$ cat src/rtl/mult_seq_ctrl_if.sv
// Request, multiplier and result signal bundle for mult_seq_ctrl.
// master = request source / multiplier / result sink, slave = the sequencer.
interface mult_seq_ctrl_if #(
  parameter int TAG_W = 4
);
  logic             in_valid;
  logic             in_ready;
  logic [31:0]      in_a;
  logic [31:0]      in_b;
  logic [TAG_W-1:0] in_tag;
  logic [31:0]      mul_mlier;
  logic [31:0]      mul_mcand;
  logic             mul_start;
  logic [63:0]      mul_prodt;
  logic             mul_valid;
  logic             out_valid;
  logic             out_ready;
  logic [63:0]      out_prodt;
  logic [TAG_W-1:0] out_tag;
  logic             out_timeout;
  logic             busy;

  modport master (
    output in_valid, in_a, in_b, in_tag, mul_prodt, mul_valid, out_ready,
    input  in_ready, mul_mlier, mul_mcand, mul_start, out_valid, out_prodt,
           out_tag, out_timeout, busy
  );

  modport slave (
    input  in_valid, in_a, in_b, in_tag, mul_prodt, mul_valid, out_ready,
    output in_ready, mul_mlier, mul_mcand, mul_start, out_valid, out_prodt,
           out_tag, out_timeout, busy
  );
endinterface

$ cat src/rtl/mult_seq_ctrl.sv
// Sequencer for a 32x32 signed shift/add multiplier: level start, done capture,
// re-arm gap, zero-operand bypass and watchdog; one-entry result register.
module mult_seq_ctrl #(
  parameter int TAG_W      = 4,
  parameter int TIMEOUT    = 48,
  parameter int GAP_CYCLES = 2
) (
  input logic            clk_i,
  input logic            rst_i,
  mult_seq_ctrl_if.slave io
);

  typedef enum logic [1:0] {S_IDLE, S_RUN, S_CAPT, S_GAP} state_t;

  localparam logic [7:0] RUN_LAST = 8'(TIMEOUT - 1);
  localparam logic [7:0] GAP_LAST = 8'(GAP_CYCLES - 1);

  state_t           state_q, state_d;
  logic [7:0]       cnt_q, cnt_d;
  logic [31:0]      mlier_q, mlier_d;
  logic [31:0]      mcand_q, mcand_d;
  logic [TAG_W-1:0] tag_q, tag_d;
  logic             start_q, start_d;
  logic             busy_q, busy_d;
  logic             res_vld_q, res_vld_d;
  logic [63:0]      res_prodt_q, res_prodt_d;
  logic [TAG_W-1:0] res_tag_q, res_tag_d;
  logic             res_to_q, res_to_d;
  logic             in_ready;
  logic             accept;

  // Accepting only when the result slot is free (or draining) means every
  // later capture lands in an empty register.
  assign in_ready = (state_q == S_IDLE) && (!res_vld_q || io.out_ready);
  assign accept   = io.in_valid && in_ready;

  always_comb begin
    state_d     = state_q;
    cnt_d       = cnt_q;
    mlier_d     = mlier_q;
    mcand_d     = mcand_q;
    tag_d       = tag_q;
    res_vld_d   = res_vld_q;
    res_prodt_d = res_prodt_q;
    res_tag_d   = res_tag_q;
    res_to_d    = res_to_q;

    if (res_vld_q && io.out_ready) begin
      res_vld_d = 1'b0;
    end

    case (state_q)
      S_IDLE: begin
        if (accept) begin
          if (io.in_a == 32'd0 || io.in_b == 32'd0) begin
            res_vld_d   = 1'b1;
            res_prodt_d = 64'd0;
            res_tag_d   = io.in_tag;
            res_to_d    = 1'b0;
          end else begin
            mlier_d = io.in_a;
            mcand_d = io.in_b;
            tag_d   = io.in_tag;
            cnt_d   = 8'd0;
            state_d = S_RUN;
          end
        end
      end
      S_RUN: begin
        cnt_d = cnt_q + 8'd1;
        // Done strobe wins over a watchdog expiry in the same cycle.
        if (io.mul_valid) begin
          state_d = S_CAPT;
        end else if (cnt_q == RUN_LAST) begin
          res_vld_d   = 1'b1;
          res_prodt_d = 64'd0;
          res_tag_d   = tag_q;
          res_to_d    = 1'b1;
          cnt_d       = 8'd0;
          state_d     = S_GAP;
        end
      end
      S_CAPT: begin
        res_vld_d   = 1'b1;
        res_prodt_d = io.mul_prodt;
        res_tag_d   = tag_q;
        res_to_d    = 1'b0;
        cnt_d       = 8'd0;
        state_d     = S_GAP;
      end
      S_GAP: begin
        if (cnt_q == GAP_LAST) begin
          cnt_d   = 8'd0;
          state_d = S_IDLE;
        end else begin
          cnt_d = cnt_q + 8'd1;
        end
      end
      default: begin
        cnt_d   = 8'd0;
        state_d = S_IDLE;
      end
    endcase

    start_d = (state_d == S_RUN) || (state_d == S_CAPT);
    busy_d  = (state_d != S_IDLE);
  end

  always_ff @(posedge clk_i) begin
    if (rst_i) begin
      state_q     <= S_IDLE;
      cnt_q       <= 8'd0;
      mlier_q     <= 32'd0;
      mcand_q     <= 32'd0;
      tag_q       <= '0;
      start_q     <= 1'b0;
      busy_q      <= 1'b0;
      res_vld_q   <= 1'b0;
      res_prodt_q <= 64'd0;
      res_tag_q   <= '0;
      res_to_q    <= 1'b0;
    end else begin
      state_q     <= state_d;
      cnt_q       <= cnt_d;
      mlier_q     <= mlier_d;
      mcand_q     <= mcand_d;
      tag_q       <= tag_d;
      start_q     <= start_d;
      busy_q      <= busy_d;
      res_vld_q   <= res_vld_d;
      res_prodt_q <= res_prodt_d;
      res_tag_q   <= res_tag_d;
      res_to_q    <= res_to_d;
    end
  end

  assign io.in_ready    = in_ready;
  assign io.mul_mlier   = mlier_q;
  assign io.mul_mcand   = mcand_q;
  assign io.mul_start   = start_q;
  assign io.out_valid   = res_vld_q;
  assign io.out_prodt   = res_prodt_q;
  assign io.out_tag     = res_tag_q;
  assign io.out_timeout = res_to_q;
  assign io.busy        = busy_q;

endmodule
$ cat src/flat_wrapper.sv
// flat-port wrapper written by rule: the top's interface ports become plain ports
module mult_seq_ctrl_flat 
#(
  parameter int TAG_W      = 4,
  parameter int TIMEOUT    = 48,
  parameter int GAP_CYCLES = 2
)
  (clk_i, rst_i, io_in_valid, io_in_a, io_in_b, io_in_tag, io_mul_prodt, io_mul_valid, io_out_ready, io_in_ready, io_mul_mlier, io_mul_mcand, io_mul_start, io_out_valid, io_out_prodt, io_out_tag, io_out_timeout, io_busy);
  mult_seq_ctrl_if #(.TAG_W(TAG_W)) io_i ();
  input logic clk_i;
  input logic rst_i;
  input wire logic [$bits(io_i.in_valid)-1:0] io_in_valid;
  input wire logic [$bits(io_i.in_a)-1:0] io_in_a;
  input wire logic [$bits(io_i.in_b)-1:0] io_in_b;
  input wire logic [$bits(io_i.in_tag)-1:0] io_in_tag;
  input wire logic [$bits(io_i.mul_prodt)-1:0] io_mul_prodt;
  input wire logic [$bits(io_i.mul_valid)-1:0] io_mul_valid;
  input wire logic [$bits(io_i.out_ready)-1:0] io_out_ready;
  output wire logic [$bits(io_i.in_ready)-1:0] io_in_ready;
  output wire logic [$bits(io_i.mul_mlier)-1:0] io_mul_mlier;
  output wire logic [$bits(io_i.mul_mcand)-1:0] io_mul_mcand;
  output wire logic [$bits(io_i.mul_start)-1:0] io_mul_start;
  output wire logic [$bits(io_i.out_valid)-1:0] io_out_valid;
  output wire logic [$bits(io_i.out_prodt)-1:0] io_out_prodt;
  output wire logic [$bits(io_i.out_tag)-1:0] io_out_tag;
  output wire logic [$bits(io_i.out_timeout)-1:0] io_out_timeout;
  output wire logic [$bits(io_i.busy)-1:0] io_busy;
  assign io_i.in_valid = io_in_valid;
  assign io_i.in_a = io_in_a;
  assign io_i.in_b = io_in_b;
  assign io_i.in_tag = io_in_tag;
  assign io_i.mul_prodt = io_mul_prodt;
  assign io_i.mul_valid = io_mul_valid;
  assign io_i.out_ready = io_out_ready;
  assign io_in_ready = io_i.in_ready;
  assign io_mul_mlier = io_i.mul_mlier;
  assign io_mul_mcand = io_i.mul_mcand;
  assign io_mul_start = io_i.mul_start;
  assign io_out_valid = io_i.out_valid;
  assign io_out_prodt = io_i.out_prodt;
  assign io_out_tag = io_i.out_tag;
  assign io_out_timeout = io_i.out_timeout;
  assign io_busy = io_i.busy;
  mult_seq_ctrl #(.TAG_W(TAG_W), .TIMEOUT(TIMEOUT), .GAP_CYCLES(GAP_CYCLES)) u_core (.clk_i(clk_i), .rst_i(rst_i), .io(io_i));
endmodule
$ cat config.mk
export PLATFORM = sky130hd
export DESIGN_NAME = mult_seq_ctrl_flat
export DESIGN_NICKNAME = d
export VERILOG_FILES = /design/src/rtl/mult_seq_ctrl_if.sv /design/src/rtl/mult_seq_ctrl.sv /design/src/flat_wrapper.sv
export SDC_FILE = /design/constraint.sdc
export NUM_CORES = 1
export LEC_CHECK = 0
export ABC_AREA = 1
export BUFFER_PORTS_ARGS = -buffer_cell sky130_fd_sc_hd__buf_2
export CAP_MARGIN = 15
export CORE_ASPECT_RATIO = 0.75
export CORE_MARGIN = 3
export CORE_UTILIZATION = 45
export DETAILED_ROUTE_END_ITERATION = 6
export PLACE_DENSITY = 0.81
export SLEW_MARGIN = 10
export SYNTH_ARGS = -nofsm -noshare
export SYNTH_HDL_FRONTEND = slang
export SYNTH_SLANG_ARGS = --single-unit
$ cat constraint.sdc
create_clock -name clk_i -period 3.3 [get_ports clk_i]
set_input_delay 0.66 -clock clk_i [delete_from_list [all_inputs] [get_ports clk_i]]
set_output_delay 0.66 -clock clk_i [all_outputs]
set_load 0.05 [all_outputs]
After elaboration in Yosys (flattened, before gate mapping)
Cells that the tools add are included. Widths: inputs -> output; s select.

Input port bits: 137. Logic and storage cells: 73. Output and inout bits: 137. Register bits: 150.

Mux-type cells: 33. $add $sub $neg: 1. Equal/unequal tests: 12. Bitwise logic cells: 1. Reductions and logical operators: 15.

Operators by type and width (count): $mux 64 (4); $pmux 64 s3 (1); $logic_not 32->1 (2); $mux 8 (5); $pmux 8 s4 (1); $mux 4 (4); $pmux 4 s3 (1); $mux 2 (5); $mux 1 (9); $add 8x1->8 const B (1); $eq 8x1->1 const B (1); $eq 8x6->1 const B (1); $pmux 2 s4 (1); $eq 2x2->1 const B (3); $ne 2x2->1 const B (3); $pmux 1 s3 (2); $reduce_and 5->1 (1); $eq 2x1->1 const B (2); $ne 2x1->1 const B (2); $logic_and 1x1->1 (3); $logic_or 1x1->1 (3); $reduce_and 3->1 (1); $reduce_bool 3->1 (1); $logic_not 2->1 (1); other kinds (4) (4).

Longest topological paths before layout
Gate-level depths: netlist (run 1).

Depth after elaboration: 8. Depth in mapped cells: 14. Gate-level depth less buffers: 13.

Least setup slack after synthesis (run 1)
Ideal clock, no wire load.

Path kind: input port to flip-flop. Start point: input port io_in_b[15]. End point: register u_core.start_q (netlist: u_core.io.mul_start). Required time: 3.172 ns. Library setup time: 0.128 ns. Path buffers: 1. Arrival time: 2.023 ns. Cell stages on the path: 13. Setup slack: 1.149 ns. Cells stage by stage: nor2_1 -> and2_1 -> nand2_1 -> nor2_1 -> nand2_1 -> nand3_1 -> buf_2 -> nand3_1 -> nand2_1 -> inv_1 -> ha_1 -> inv_1 -> nor2_1.

Word-level cells in the longest chain between the ends: 7. Elaborated cells between the ends (all ways): 8. Classes of those cells: eq/ne: 2; mux: 3; reduce/logical: 3.

RTL lines: start: declaration (RTL line flat_wrapper.sv:14) `input wire logic [$bits(io_i.in_b)-1:0] io_in_b;`; $logic_not 32->1 (*) (RTL line mult_seq_ctrl.sv:55) `if (io.in_a == 32'd0 || io.in_b == 32'd0) begin`; $logic_or 1x1->1 (*) (RTL line mult_seq_ctrl.sv:55); $mux 2 (*) (RTL line mult_seq_ctrl.sv:55); $mux 2 (*) (RTL line mult_seq_ctrl.sv:54) `if (accept) begin`; $pmux 2 s4 (*) (RTL line mult_seq_ctrl.sv:52) `case (state_q)`; $eq 2x1->1 or $eq 2x2->1 (tied branches) (RTL line mult_seq_ctrl.sv:105) `start_d = (state_d == S_RUN) || (state_d == S_CAPT);`; $logic_or 1x1->1 (*) (RTL line mult_seq_ctrl.sv:105); named net u_core.start_d (RTL line mult_seq_ctrl.sv:23) `logic start_q, start_d;`; end signal: assignment (RTL line mult_seq_ctrl.sv:128) `start_q <= start_d;`; end: declaration (RTL line mult_seq_ctrl.sv:23).

Mark *: on every way through the listed nets, which the timed path passes. The rest lies on a longest branch. A chain may end at the register's enable or synchronous reset.

Worst setup path in the final report (run 1)
Start point: register u_core.state_q[1]. End point: register u_core.cnt_q[3].

Word-level cells in the longest chain between the ends: 5. Elaborated cells between the ends (all ways): 10. Classes of those cells: eq/ne: 5; mux: 1; reduce/logical: 4.

RTL lines: start: declaration (RTL line mult_seq_ctrl.sv:18) `state_t state_q, state_d;`; start signal: assignment (RTL line mult_seq_ctrl.sv:123) `state_q <= state_d;`; $logic_not 2->1 (RTL line mult_seq_ctrl.sv:34, mult_seq_ctrl.sv:52); $logic_and 1x1->1 (RTL line mult_seq_ctrl.sv:34) `assign in_ready = (state_q == S_IDLE) && (!res_vld_q || io.out_ready);`; $logic_and 1x1->1 (RTL line mult_seq_ctrl.sv:35) `assign accept = io.in_valid && in_ready;`; $ne 2x1->1 (no source line); $reduce_and 2->1 (no source line); end signal: assignment (RTL line mult_seq_ctrl.sv:124) `cnt_q <= cnt_d;`; end: declaration (RTL line mult_seq_ctrl.sv:19) `logic [7:0] cnt_q, cnt_d;`.

Parallel ways exist; a longest one is shown, timed or not.

==> results of run 1 <==
-- power groups by stage --
stage / clock network [W] / logic, W / registers (W)
floorplan: 0 / 0.000539 / 0.00254
global placement: 0 / 0.00136 / 0.00206
detailed placement: 0 / 0.00137 / 0.00207
CTS: 0.00199 / 0.00138 / 0.00203
global route: 0.00206 / 0.00148 / 0.00205
finish: 0.00195 / 0.00138 / 0.00203
-- final timing paths --
kind / from / endpoint / slack (ns)
setup / recovery: u_core.state_q[1]$_SDFF_PP0_ / u_core.cnt_q[3]$_SDFFE_PP0P_ / 0.67
hold / removal: u_core.io.mul_mlier[18]$_SDFFE_PP0P_ / u_core.io.mul_mlier[18]$_SDFFE_PP0P_ / 0.46
setup reg to reg: u_core.state_q[1]$_SDFF_PP0_ / u_core.cnt_q[3]$_SDFFE_PP0P_ / 0.67
hold reg to reg: u_core.io.mul_mlier[18]$_SDFFE_PP0P_ / u_core.io.mul_mlier[18]$_SDFFE_PP0P_ / 0.46
-- worst max-delay path, cell delays in order, from the launching register on --
cell	delay [ns]
dfxtp_1	0.35
inv_1	0.11
ha_1	0.16
buf_4	0.22
inv_2	0.10
nor3b_4	0.23
buf_4	0.43
nand3_2	0.16
buf_4	0.26
nand2_1	0.27
nand2_1	0.11
a21oi_1	0.15
-- cells by family (layout without fill, tap and decap cells) --
| family | after synthesis | count (layout) | share of synthesized area, % |
|---|---|---|---|
| other | 0 | 2 | 0 |
| AO/OA/AOI/OAI | 157 | 157 | 11.6 |
| adder cells (fa/ha/maj) | 7 | 7 | 1.28 |
| flip-flops | 150 | 150 | 43.9 |
| multiplexers | 4 | 4 | 0.659 |
| AND/OR/NAND/NOR | 553 | 553 | 35.1 |
| XOR/XNOR | 1 | 1 | 0.128 |
| buffers and inverters | 125 | 360 | 7.30 |
-- through the flow --
| step | utilization (%) | hold WS [ns] |
|---|---|---|
| 5_1_grt | 60.7 | 0.474 |
| 3_5_place_dp | 56.6 | 0.449 |
| 4_1_cts | 60.7 | 0.459 |
| 6_report | 60.7 | 0.456 |
| 3_3_place_gp | 56.6 | 0.444 |
| 2_1_floorplan | - | 0.438 |
-- layer usage --
layer / up-vias / wire [um]
li1: 3756 / -
met1: 3388 / 8970
met2: 299 / 9560
met3: 44 / 1440
met4: 2 / 625
met5: - / 8
-- area by class of cell --
type	instances	area [sq um]	area share, %
clock buffers	20	457	5.14
clock inverters	12	141	1.59
repair buffers	287	1510	17.0
flip-flops and latches	150	3000	33.8
inverters	41	154	1.73
diodes	2	5.00	0.0563
well taps	200	250	2.81
multi-input cells	722	3370	37.9
-- cell usage in the layout, fill, tap and decap left out, types with 4 or more instances in the layout --
cell type	n
ha_1	6
and2_1	4
buf_4	11
dfxtp_1	150
o21ai_0	5
mux2_2	4
inv_6	4
nand2_1	260
nand3_1	87
inv_1	39
nand4_1	75
a21oi_1	150
buf_2	273
clkbuf_16	17
nor2_1	119
-- synth_stat cells, types with 2 or more instances --
cell / number
inv_2: 2
nand3_1: 89
dfxtp_1: 150
ha_1: 7
nor2_1: 120
mux2_2: 4
o21ai_0: 5
nand4_1: 75
clkbuf_1: 51
nand2_1: 262
inv_1: 39
a21oi_1: 150
buf_2: 24
buf_1: 9
nand3b_1: 2
and2_1: 4
-- flip-flops by register name, summed over array words and instances, names as in the netlist --
name,count
u_core.cnt_q,8
u_core.io.mul_mlier,32
u_core.io.out_timeout,1
u_core.io.out_prodt,64
u_core.io.busy,1
u_core.tag_q,4
u_core.io.mul_start,1
u_core.io.out_tag,4
u_core.io.out_valid,1
u_core.state_q,2
u_core.io.mul_mcand,32
==> run summary, run 1 <==
Crit Path Category = reg2reg
status = finished, final reports clean
wire length per cell = 14.4 um
ANT nets after route = 0
CTS buffer count = 17
flops & latches, synth = 150
Net Sw Power = 0.00186 W
DR iter-0 viols = 665
met1 GRT Util = 31.8%
Logic pwr share = 25.7%
setup ws final = 0.671 ns
first-pass GRT wire length = 32.5 mm
Pre-antenna DRT Iters = 5
Setup crit start kind = flip-flop
top post-synthesis cells by area = dfxtp_1, nand2_1, a21oi_1, nand4_1, nor2_1
Rel. slew slack = 44.8%
Critical Path AT = 2.95 ns
Site Rows = 38
Post CTS Setup Buffer Count = 0
final setup fails = 0
worst slew pin tran = 0.829 ns
number of synthesized flops with an enable pin = 0
max-slew violation count = 0
post-synthesis instance total = 997
RSZ-0062 raised after global routing = no
cell taking the most area after synthesis = dfxtp_1
predominant post-synthesis flop cell = dfxtp_1
routing usage on met3 = 5.40%
Syn Nets = 1141
final wirelength = 20.6 mm
Non-Filler Instances = 1434
Die Height = 113 um
clk sinks = 150
CTS Root Cell = clkbuf_16
Max Cap Violations = 0
Clock Pin Slew Worst Setup and Hold Paths = 0.06 ns
WHS Path Cells = 2
hold buffer count at cts = 0
Worst-Skew Late Latency = 0.40 ns
M2 GR Usage = 36.0%
H-tree levels = 4
cts repair resizes = 0
dpl cell area = 8290 sq um
R2R cell count = 11
Hold Path Class = reg2reg
Async SR Flop Fraction = 0%
VDD IR max = 0.396 mV
CTS tree = done
Die Wd = 148 um
period utilization = 79.7%
Syn Area/Cell = 6.86 sq um
critical path peak fanout = 44
initial antenna violation count = 3
port bufs = 273
CORE AREA = 14600 sq um
Critical Path RT = 3.62 ns
Top Usage Layer GRT = met2
nets = 1363
Sw Share = 34.8%
total global-route track usage = 23.2%
gp weighted congestion = 0.871
fill count = 1427
initial core utilization = 46.7%
fmax = 0.380 GHz
buffer depth of the longest clock path = 2
pin count of the biggest net entering global routing = 80
Power per Cell Area = 603 nW/um^2
min cycle time layout = 2.63 ns
final hold violation count = 0
Setup Total Neg Slack = 0 ns
skew final = 0.00919 ns
post-synth cell types = 20
DR vias = 7489
hpwl dp = 13.8 mm
vias in the first global route = 6523
Final Power = 0.00536 W
Crit. End Element = flip-flop
Layout Cell Area excl Fill = 8890 sq um
share of layout cells above drive strength 1 = 26.9%
synth warn = 0
Pint = 0.00349 W
area growth from synthesis to layout = 30.1%
Netlist Area Pre-Place = 6840 sq um
sequential share of power = 37.9%
grt total ovfl = 0
clock network power share = 36.4%
vias per cell = 5.22
Leak = 4.15 nW
dpl cells = 1400
share of the synthesized area in the top cell type = 43.9%
I/O pin count = 274
Residual DRC = 0
pre-CTS setup slack = 0.745 ns
post-synthesis sequential area ratio = 43.9%
die area = 16700 sq um
No activity file was read; power rests on OpenSTA's default activity.
==> run 2, diff against run 1 <==
clock period = 2.6 ns   (was 3.3 ns; I/O delays follow)
==> run 2 against run 1 <==
Against the previous run:
- total power is 28% higher
- non-clock buffer count rose by 3
- utilization increased by 0.40 points
- critical endpoint is now u_core.io.mul_mlier[4]$_SDFFE_PP0P_
- cell count is 0.14% higher
==> run summary, run 2 (same netlist as run 1, synthesis figures left out) <==
I/O pin count = 274
Crit. End Element = flip-flop
worst slew pin tran = 0.838 ns
worst hold path startpoint = io_in_b[20]
hpwl dp = 14.0 mm
Worst path max stage delay = 0.61 ns
Post CTS Setup Buffer Count = 0
Sw Share = 34.3%
area of the multi-input gates = 3370 sq um
Pint = 0.00450 W
hold buffer count at cts = 0
final wirelength = 20.6 mm
area occupied by registers = 3000 sq um
commonest non-fill, non-tap cell in the layout = buf_2
final setup fails = 0
Leak = 4.18 nW
Site Rows = 38
skew final = 0.00912 ns
gp weighted congestion = 0.859
grt total ovfl = 0
RR Startpoint = u_core.state_q[1]$_SDFF_PP0_
Max Cap Violations = 0
setup ws final = 0.498 ns
first-pass GRT wire length = 33.3 mm
vias per cell = 5.24
nets = 1366
Worst-Skew Late Latency = 0.42 ns
Die Height = 113 um
Critical Path AT = 2.44 ns
fill count = 1435
Rel. slew slack = 44.2%
H-tree levels = 4
min cycle time layout = 2.10 ns
pre-CTS setup slack = 0.414 ns
Setup Total Neg Slack = 0 ns
Pre-antenna DRT Iters = 5
Clock Pin Slew Worst Setup and Hold Paths = 0.06 ns
share of layout cells above drive strength 1 = 27.0%
Residual DRC = 0
DR iter-0 viols = 651
wire length per cell = 14.4 um
max-slew violation count = 0
Hold Path Class = in2reg
VDD IR max = 0.484 mV
cts repair resizes = 0
Critical Path RT = 2.93 ns
CTS buffer count = 17
DR vias = 7531
pin count of the biggest net entering global routing = 80
status = finished, final reports clean
Power per Cell Area = 765 nW/um^2
sequential share of power = 37.7%
CTS Root Cell = clkbuf_16
die area = 16700 sq um
CORE AREA = 14600 sq um
area growth from synthesis to layout = 30.9%
initial antenna violation count = 2
Setup crit start kind = flip-flop
worst path cell trace = inv_1 -> ha_1 -> inv_2 -> nor3b_4 -> buf_4 -> nand4_1 -> a21oi_1
critical path startpoint = u_core.state_q[1]$_SDFF_PP0_
total global-route track usage = 24.1%
Logic pwr share = 25.8%
clk sinks = 150
critical path peak fanout = 68
Crit Path Category = reg2reg
CTS tree = done
fmax = 0.476 GHz
most frequent cells in the layout = buf_2, nand2_1, a21oi_1, dfxtp_1, nor2_1
Net Sw Power = 0.00235 W
RSZ-0062 raised after global routing = no
Die Wd = 148 um
ANT nets after route = 0
max FFs per register = 64
vias in the first global route = 6559
final hold violation count = 0
initial core utilization = 46.7%
clock network power share = 36.5%
buffer depth of the longest clock path = 2
slowest cell on the critical path = buf_4
period utilization = 80.8%
port bufs = 273
run 2: area by class of cell:
type | instances | share of cell area [%]
Clock buffer | 19 | 4.95
Antenna cell | 1 | 0.0280
Clock inverter | 13 | 1.75
Timing Repair Buffer | 290 | 17.5
Sequential cell | 150 | 33.6
Multi-Input combinational cell | 722 | 37.7
Inverter | 41 | 1.72
Tap cell | 200 | 2.80
run 2: worst paths after layout:
kind,to,slack (ns),depth (start not counted)
worst max register to register,u_core.io.mul_mlier[4]$_SDFFE_PP0P_,0.50,7
worst max-delay path,u_core.io.mul_mlier[4]$_SDFFE_PP0P_,0.50,7
worst min register to register,u_core.io.mul_mcand[8]$_SDFFE_PP0P_,0.45,2
worst min-delay path,u_core.io.mul_mcand[20]$_SDFFE_PP0P_,0.39,3
run 2: through the flow:
| step | area [sq um] | utilization (%) | cells | power, W | hold slack, ns |
|---|---|---|---|---|---|
| 2_1_floorplan | 6840 | - | 997 | 0.00391 | 0.438 |
| 3_3_place_gp | 8350 | 57.0 | 1403 | 0.00437 | 0.445 |
| 3_5_place_dp | 8350 | 57.0 | 1403 | 0.00439 | 0.449 |
| 4_1_cts | 8950 | 61.1 | 1435 | 0.00689 | 0.373 |
| 5_1_grt | 8950 | 61.1 | 1436 | 0.00715 | 0.383 |
| 6_report | 8950 | 61.1 | 1436 | 0.00684 | 0.393 |
run 2: critical path: cells and delay by family, from the launching register on:
family | cells | cell delay (ns)
compound gates | 1 | 0.18
simple gates | 2 | 0.50
fa+ha+maj | 1 | 0.19
flops | 1 | 0.35
buf+inv | 3 | 0.80
run 2: power groups by stage:
stage / combinational, W / clock (W) / sequential, W
2_1_floorplan: 0.000684 / 0 / 0.00323
3_3_place_gp: 0.00175 / 0 / 0.00262
3_5_place_dp: 0.00177 / 0 / 0.00262
4_1_cts: 0.00177 / 0.00254 / 0.00258
5_1_grt: 0.00191 / 0.00264 / 0.00260
6_report: 0.00177 / 0.00250 / 0.00258
run 2: metal layers:
metal | part of all wire, % | track usage, % | vias to the layer above | wire length, um
li1 | - | - | 3763 | -
met1 | 43 | 32.9 | 3451 | 8940
met2 | 48 | 38.1 | 291 | 9880
met3 | 7.4 | 6.65 | 24 | 1520
met4 | 1.5 | 6.15 | 2 | 301
met5 | 0.044 | 0 | - | 9
==> run 3, diff against run 2 <==
CORE_UTILIZATION = 44   (was 45)
PLACE_DENSITY = 0.83   (was 0.81)
clock period = 1.8 ns   (was 2.6 ns; I/O delays follow)
==> run 3 against run 2 <==
Against the previous run:
- the run now ends with negative setup slack left
- die area rose by 2.2%
- first-iteration DRC count rose by 9.4%
- highest routed layer is now met4
- wire length rose by 9.6%
==> run summary, run 3 (same netlist as run 1, synthesis figures left out) <==
worst slew pin tran = 0.628 ns
Clock Pin Slew Worst Setup and Hold Paths = 0.07 ns
commonest non-fill, non-tap cell in the layout = buf_2
Pint = 0.00656 W
clk sinks = 150
gp weighted congestion = 0.880
wire length per cell = 15.1 um
critical path peak fanout = 22
ANT nets after route = 0
Die Height = 114 um
VDD IR max = 0.665 mV
M2 GR Usage = 38.5%
Layout Cell Area excl Fill = 9810 sq um
final wirelength = 22.6 mm
reg-to-reg setup timing slack = -0.07 ns
vias per cell = 5.31
max-slew violation count = 0
area growth from synthesis to layout = 43.6%
max FFs per register = 64
Crit Path Category = reg2reg
vias in the first global route = 7129
share of layout cells above drive strength 1 = 32.4%
buffer depth of the longest clock path = 2
initial antenna violation count = 1
pin count of the biggest net entering global routing = 80
Worst-Skew Late Latency = 0.42 ns
DR vias = 7962
fill count = 1324
grt total ovfl = 0
CORE AREA = 14800 sq um
H-tree levels = 4
first-pass GRT wire length = 34.9 mm
period utilization = 104%
setup ws final = -0.0707 ns
die area = 17100 sq um
Power per Cell Area = 1040 nW/um^2
CTS buffer count = 17
Logic pwr share = 30.1%
RR Startpoint = u_core.cnt_q[0]$_SDFFE_PP0P_
fmax = 0.535 GHz
final core utilization = 66.2%
Net Sw Power = 0.00360 W
Pre-antenna DRT Iters = 7
port bufs = 273
Leak = 4.61 nW
final hold violation count = 0
I/O pin count = 274
final setup fails = 68
Top Usage Layer GRT = met2
routing usage on met3 = 5.00%
nets = 1429
area occupied by registers = 3010 sq um
Critical Path RT = 2.11 ns
met1 GRT Util = 33.6%
DR iter-0 viols = 712
WHS Path Cells = 3
RSZ-0062 raised after global routing = yes
Max Cap Violations = 0
Setup crit start kind = flip-flop
hpwl dp = 15.2 mm
total global-route track usage = 24.9%
R2R cell count = 12
CTS tree = done
initial core utilization = 46.1%
most frequent cells in the layout = buf_2, nand2_1, a21oi_1
status = finished with violations
CTS Root Cell = clkbuf_16
pre-CTS setup slack = -0.138 ns
clock network power share = 33.3%
Sw Share = 35.5%
Setup Total Neg Slack = -2.08 ns
worst reg2reg path endpoint = u_core.io.out_prodt[53]$_SDFFE_PP0P_
Hold Path Class = in2reg
Rel. slew slack = 58.1%
worst hold path startpoint = io_in_a[21]
failing checks = negative setup slack
Site Rows = 38
area of the multi-input gates = 3480 sq um
dpl cell area = 8840 sq um
Crit. End Element = flip-flop
Critical Path AT = 2.18 ns
Die Wd = 150 um
hold endpoint = u_core.io.mul_mlier[21]$_SDFFE_PP0P_
sequential share of power = 36.7%
Residual DRC = 0
min cycle time layout = 1.87 ns
skew final = 0.00995 ns
run 3: worst max-delay path by stage:
stage                                 start                                   end  slack [ns]  cells past startpoint
2_1_floorplan  u_core.state_q[1]$_SDFF_PP0_        u_core.io.mul_start$_SDFF_PP0_       0.005                     11
3_3_place_gp                    io_in_a[17]        u_core.io.mul_start$_SDFF_PP0_       -0.12                     12
3_5_place_dp                    io_in_a[17]        u_core.io.mul_start$_SDFF_PP0_       -0.14                     12
4_1_cts        u_core.cnt_q[0]$_SDFFE_PP0P_  u_core.io.out_prodt[31]$_SDFFE_PP0P_       -0.04                     13
5_1_grt        u_core.cnt_q[0]$_SDFFE_PP0P_  u_core.io.out_prodt[53]$_SDFFE_PP0P_       -0.21                     12
6_report       u_core.cnt_q[0]$_SDFFE_PP0P_  u_core.io.out_prodt[53]$_SDFFE_PP0P_       -0.07                     12
run 3: cell type report:
class | count | share of cell area, %
multi-input cells | 722 | 35.5
flip-flops and latches | 150 | 30.7
repair buffers | 353 | 24.0
clock buffers | 19 | 4.41
well taps | 200 | 2.55
inverters | 41 | 1.57
clock inverters | 13 | 1.26
diodes | 1 | 0.0255
run 3: repair_timing:
| item | in CTS | in global routing |
|---|---|---|
| setup endpoints to repair | 129 | 133 |
| cloned | 3 | 4 |
| setup buffers | 7 | 4 |
| resized for setup | 20 | 24 |
| hold buffers | 0 | 0 |
| pin swaps | 3 | 8 |
run 3: layer usage:
metal  part of all wire [%]  up-vias  routed length (um)
li1                       -     3899                   -
met1                     44     3665                9940
met2                     46      336               10500
met3                    6.8       62                1540
met4                    2.9        0                 667
met5                      0        -                   0
run 3: through the flow:
stage | power, W | std cells | hold slack [ns]
2_1_floorplan | 0.00567 | 997 | 0.438
3_3_place_gp | 0.00651 | 1449 | 0.444
3_5_place_dp | 0.00655 | 1449 | 0.448
4_1_cts | 0.0101 | 1491 | 0.212
5_1_grt | 0.0106 | 1499 | 0.227
6_report | 0.0102 | 1499 | 0.235
run 3: worst max-delay path: stages (launching register included):
cell and delay, ns:
dfxtp_2 0.35, ha_4 0.15, nand2_4 0.06, nor2_4 0.08
nand4_1 0.16, nand2_2 0.16, nand3_4 0.08, nor2_4 0.16
buf_12 0.18, buf_12 0.16, nand3_1 0.10, nand2_1 0.07
nor2_1 0.04
run 3: power groups by stage:
stage / sequential [W] / clock [W] / combinational, W
final: 0.00372 / 0.00338 / 0.00305
after global placement: 0.00378 / 0 / 0.00273
after CTS: 0.00372 / 0.00345 / 0.00291
after global routing: 0.00375 / 0.00361 / 0.00326
after floorplan: 0.00466 / 0 / 0.00100
after detailed placement: 0.00379 / 0 / 0.00276
